### src/rtl/inst_mem_arbiter.sv
// inst_mem_arbiter: sole controller of the single-ported DEPTH x DATA_W instruction memory.
// The block starts in BOOT, where only the program loader may write. It enters RUN after the
// word flagged ld_last, or after DEPTH words. In RUN the loader and the fetch unit share the
// memory, and fetch read data is returned one cycle after the grant.
//
// Optional feature: define INST_ARB_FAIR_EN to alternate contested grants in RUN.
// Without it, fetch always wins a contested cycle.
//
// Ports
//   clk, rst           clock; asynchronous active-low reset
//   reboot             one-cycle pulse that returns the block to BOOT
//   ld_valid/ld_ready  loader write handshake (ld_addr, ld_data, ld_last)
//   f_req/f_gnt        fetch read handshake (f_addr)
//   f_rvalid/f_rdata   fetch read response, one cycle after the fetch fire
//   boot_done          high in RUN
//   ld_count           words written during the current BOOT, saturating at DEPTH
//   mem_*              memory control, addresses and data
module inst_mem_arbiter #(
  parameter int unsigned DATA_W = 20,
  parameter int unsigned ADDR_W = 5,
  parameter int unsigned DEPTH  = 32
) (
  input  logic              clk,
  input  logic              rst,
  input  logic              reboot,
  input  logic              ld_valid,
  output logic              ld_ready,
  input  logic [ADDR_W-1:0] ld_addr,
  input  logic [DATA_W-1:0] ld_data,
  input  logic              ld_last,
  input  logic              f_req,
  output logic              f_gnt,
  input  logic [ADDR_W-1:0] f_addr,
  output logic              f_rvalid,
  output logic [DATA_W-1:0] f_rdata,
  output logic              boot_done,
  output logic [ADDR_W:0]   ld_count,
  output logic              mem_enable,
  output logic              mem_read_writenot,
  output logic [ADDR_W-1:0] mem_read_address,
  output logic [ADDR_W-1:0] mem_write_address,
  output logic [DATA_W-1:0] mem_in_data,
  input  logic [DATA_W-1:0] mem_out_data
);

  localparam logic [ADDR_W:0] DepthCnt = (ADDR_W+1)'(DEPTH);

  typedef enum logic [0:0] {StBoot, StRun} state_e;

  state_e          state_q;
  logic [ADDR_W:0] ld_count_q;
  logic            f_rvalid_q;
  logic            ld_fire;
  logic            f_fire;
`ifdef INST_ARB_FAIR_EN
  logic            fair_q;  // 0: the next contested grant goes to fetch
`endif

  // Grants are forced low while in reset and during the reboot cycle.
  always_comb begin
    ld_ready = 1'b0;
    f_gnt    = 1'b0;
    if (rst && !reboot) begin
      if (state_q == StBoot) begin
        ld_ready = 1'b1;
      end else begin
`ifdef INST_ARB_FAIR_EN
        if (f_req && ld_valid) begin
          f_gnt    = ~fair_q;
          ld_ready = fair_q;
        end else begin
          f_gnt    = f_req;
          ld_ready = ~f_req;
        end
`else
        f_gnt    = f_req;
        ld_ready = ~f_req;
`endif
      end
    end
  end

  assign ld_fire = ld_valid & ld_ready;
  assign f_fire  = f_req & f_gnt;

  // The grant logic never lets both requesters fire in the same cycle.
  assign mem_enable        = ld_fire | f_fire;
  assign mem_read_writenot = ~ld_fire;
  assign mem_read_address  = f_addr;
  assign mem_write_address = ld_addr;
  assign mem_in_data       = ld_data;

  // Memory data is valid the cycle after the read edge, so it is passed straight through.
  assign f_rdata   = mem_out_data;
  assign f_rvalid  = f_rvalid_q;
  assign boot_done = (state_q == StRun);
  assign ld_count  = ld_count_q;

  always_ff @(posedge clk or negedge rst) begin
    if (!rst) begin
      state_q    <= StBoot;
      ld_count_q <= '0;
      f_rvalid_q <= 1'b0;
`ifdef INST_ARB_FAIR_EN
      fair_q     <= 1'b0;
`endif
    end else begin
      // A read fired in the cycle before a reboot still returns its data.
      f_rvalid_q <= f_fire;
      if (reboot) begin
        state_q    <= StBoot;
        ld_count_q <= '0;
`ifdef INST_ARB_FAIR_EN
        fair_q     <= 1'b0;
`endif
      end else begin
        unique case (state_q)
          StBoot: begin
            if (ld_fire) begin
              if (ld_count_q != DepthCnt) begin
                ld_count_q <= ld_count_q + 1'b1;
              end
              if (ld_last || (ld_count_q + 1'b1 == DepthCnt)) begin
                state_q <= StRun;
              end
            end
          end
          StRun: begin
`ifdef INST_ARB_FAIR_EN
            if (f_req && ld_valid) begin
              fair_q <= ~fair_q;
            end
`endif
          end
          default: state_q <= StBoot;
        endcase
      end
    end
  end

endmodule
### config.mk
export PLATFORM = sky130hd
export DESIGN_NAME = inst_mem_arbiter
export DESIGN_NICKNAME = d
export VERILOG_FILES = /design/src/rtl/inst_mem_arbiter.sv
export SDC_FILE = /design/constraint.sdc
export NUM_CORES = 1
export LEC_CHECK = 0
export ABC_CLOCK_PERIOD_IN_PS = 1600
export CAP_MARGIN = 25
export CORE_UTILIZATION = 25
export CTS_BUF_LIST = sky130_fd_sc_hd__clkbuf_2 sky130_fd_sc_hd__clkbuf_4 sky130_fd_sc_hd__clkbuf_8
export DETAILED_ROUTE_END_ITERATION = 10
export DONT_BUFFER_PORTS = 1
export GPL_TIMING_DRIVEN = 0
export HOLD_SLACK_MARGIN = 0.1
export PLACE_DENSITY = 0.45
export SKIP_LAST_GASP = 1
export SYNTH_ARGS = -nofsm -noshare
export SYNTH_HDL_FRONTEND = slang
export SYNTH_SLANG_ARGS = --single-unit
export TNS_END_PERCENT = 30
### constraint.sdc
create_clock -name clk -period 1.6 [get_ports clk]
set_input_delay 0.32 -clock clk [delete_from_list [all_inputs] [get_ports clk]]
set_output_delay 0.32 -clock clk [all_outputs]
set_load 0.02 [all_outputs]
==> results_dict.tcl <==
set metrics [dict create \
    die-height_um 61.40 \
    pin_count 118 \
    insertedDiodeCount 0 \
    worst_skew_pair.late_latency_ns 0.25 \
    crit_path_end_kind "flop" \
    final.setup_skew_ns 0.005467 \
    r2r_start "boot_done" \
    path_clk_slew_ns 0.05 \
    grt-ovfl-total 0 \
    antenna_found_initial 0 \
    grt_usage_pct 7.373 \
    synthTopCellsByArea "sky130_fd_sc_hd__buf_4 (43%), sky130_fd_sc_hd__dfrtp_1 (23%), sky130_fd_sc_hd__nor2_1 (5.1%)" \
    critPathRequiredTime_ns 1.77 \
    vias_per_cell 4.299 \
    wire_length_of_the_first_global_routing_pass_um 1966 \
    rrSetupSlack_ns 0.05 \
    timing_worst_setup_path_type "flop to flop" \
    post_synth_num_cell_types 24 \
    drt_drc_violations_left 0 \
    stdcell_count 154 \
    clock_sink_count 8 \
    worst_ir_drop_vdd_mv 0.1367 \
    ff_latch_count_synth 8 \
    worst_hold_path.num_cells 2 \
    hold_class "input port to flop" \
    die_w_um 61.40 \
    synth_edf_count 0 \
    share_of_async_settable_or_async_resettable_flops_after_synthesis_pct 100.0 \
    initial_utilization_pct 26.23 \
    pwr_density_cell_mw_per_mm2 615.3 \
    hold_path.startpoint "f_req" \
    yosys_warnings 0 \
    finalWirelength_um 1618 \
    dp.cells 150 \
    synthesis.instances 104 \
    critical_path.reg2reg.endpoint "boot_done" \
    grt_setup_unrepaired "true" \
    finalMaxSlewViolations 0 \
    cts_tree "built" \
    worst_hold_slack_ns 0.2182 \
    synth-seq-area-share_pct 22.70 \
    place_congestion 0.7969 \
    cap_violations 0 \
    route.antenna.remaining_nets 0 \
    design.die.area_mm2 0.003770 \
    worst_ep_arrival_time_ns 1.73 \
    detailedRoute.firstIterationViolations 6 \
    fin_util_pct 29.61 \
    crit_path_max_fanout 5 \
    element_type_at_the_critical_path_start "flop" \
    timing.final.crit_share_pct 97.10 \
    dr_total_vias 662 \
    worst_r2r_path_depth 4 \
    run_status "finished, final reports clean" \
    max-clock-path-buffers 2 \
    ys_dominant_reg_cell "sky130_fd_sc_hd__dfrtp_1" \
    cts_setup_buffers 0 \
    final_period_minus_worst_setup_slack_ns 1.554 \
    synthesized_net_count 162 \
    fp-row-count 21 \
    drive_gt1_share_pct 61.11 \
    count_of_tritonroute_iterations_in_the_first_routing_pass 3 \
    synthDominantAreaCellType "sky130_fd_sc_hd__buf_4" \
    slew_at_the_pin_closest_to_its_max_slew_limit_ns 0.4488 \
    finalSetupViolCount 0 \
    final.setup.worst_slack_ns 0.04645 \
    hold-path-endpoint "f_rvalid" \
    post_synth.cell_area_avg_um2 8.482 \
    synth.top_cell.area_share_pct 42.55 \
    number_of_global_route_vias_before_repair 456 \
    syn_to_final_growth_pct 12.91 \
    mostFrequentLayoutCells "sky130_fd_sc_hd__buf_4 (50), sky130_fd_sc_hd__nor2_1 (12), sky130_fd_sc_hd__xnor2_1 (5)" \
    max_clock_freq_mhz 643.7 \
    drt-wirelength-per-cell_um 10.51 \
    layout.cells.most_common "sky130_fd_sc_hd__buf_4" \
    coreArea_mm2 0.003363 \
    placement.io_buffers 0 \
    p_leak_nw 0.4600 \
    cts-htree-levels 1 \
    numCtsBuffers 3 \
    synth.cell_area_um2 882.1 \
    relSlewSlack_pct 70.17 \
    nNetsFinal 168 \
    grt_start_max_net_pins 11 \
    dpl.hpwl_um 1379 \
    pre_cts_ws_ns -0.09393 \
    cts-root-buf "sky130_fd_sc_hd__clkbuf_4" \
    report.final.hold_viol_count 0 \
]
-- layout make-up --
cell class / instances / area [um2]
buffer: 51 / 386.6
clock buffer: 3 / 22.52
fill: 370 / 2367
inverter: 4 / 15.01
multi-input combinational: 41 / 299.0
sequential: 8 / 205.2
tap: 46 / 57.56
timing repair buffer: 1 / 10.01
-- worst max-delay path, cell delays in order (launching register included) --
cell and delay, ns:
sky130_fd_sc_hd__dfrtp_2 0.48, sky130_fd_sc_hd__nand2_4 0.13, sky130_fd_sc_hd__nand4b_4 0.18, sky130_fd_sc_hd__or4_1 0.56, sky130_fd_sc_hd__o22ai_2 0.12
-- Yosys cell counts (all sizes together), types with 2 or more instances --
master and number:
a21oi 2, buf 51, dfrtp 8, ha 2
inv 4, nand2 4, nand2b 2, nor2 12
nor3 2, xnor2 5
-- state kept, by name, summed over array words and instances (netlist names) --
register / count
f_rvalid: 1
ld_count: 6
boot_done: 1
-- power by group --
| group | total (mW) | leakage [nW] | internal [mW] | switching (mW) |
|---|---|---|---|---|
| sequential | 0.223 | 0.104 | 0.208 | 0.0152 |
| combinational | 0.239 | 0.342 | 0.104 | 0.136 |
| clock | 0.150 | 0.0138 | 0.0855 | 0.0645 |
| total | 0.613 | 0.460 | 0.397 | 0.215 |
-- stage by stage --
stage | setup TNS, ns | cell area (um2) | power (mW)
after floorplan | 0 | 882.1 | 0.4441
after global placement | -0.1211 | 939.7 | 0.4585
after detailed placement | -0.1240 | 939.7 | 0.4567
after CTS | -0.08196 | 978.4 | 0.6192
after global routing | 0 | 996.0 | 0.6519
final | 0 | 996.0 | 0.6128
-- worst max path at each step --
stage          slack [ns]          end        start
3_3_place_gp        -0.08  ld_count[1]  ld_count[0]
4_1_cts             -0.04   mem_enable    boot_done
6_report             0.05    boot_done    boot_done
3_5_place_dp        -0.09  ld_count[1]  ld_count[0]
2_1_floorplan        0.04  ld_count[1]  ld_count[0]
5_1_grt             0.006    boot_done    boot_done
-- repair_timing --
item	4_1_cts	5_1_grt
pin swaps	0	1
gates resized for setup	4	6
gates cloned	0	0
endpoints found under the setup margin	4	5
endpoints found under the hold margin	8	0
hold buffers	1	0
-- cells by family (layout without fill, tap and decap cells) --
group	Yosys count	after routing	share of synthesized area, %
AO/OA/AOI/OAI	7	7	5.674
XOR/XNOR	5	5	4.964
adder cells (fa/ha/maj)	2	2	2.836
buffers and inverters	55	59	45.53
flip-flops	8	8	22.69
multiplexers	1	1	1.135
AND/OR/NAND/NOR	26	26	17.16
-- metal layers --
metal / vias to the layer above / share of wire, % / GRT usage, %
met2: 74 / 49 / 12.73
met4: 0 / 0 / 0.9524
met1: 295 / 33 / 7.370
li1: 293 / - / -
met5: - / 0 / 0
met3: 0 / 18 / 5.462
No activity file was read; power rests on OpenSTA's default activity.
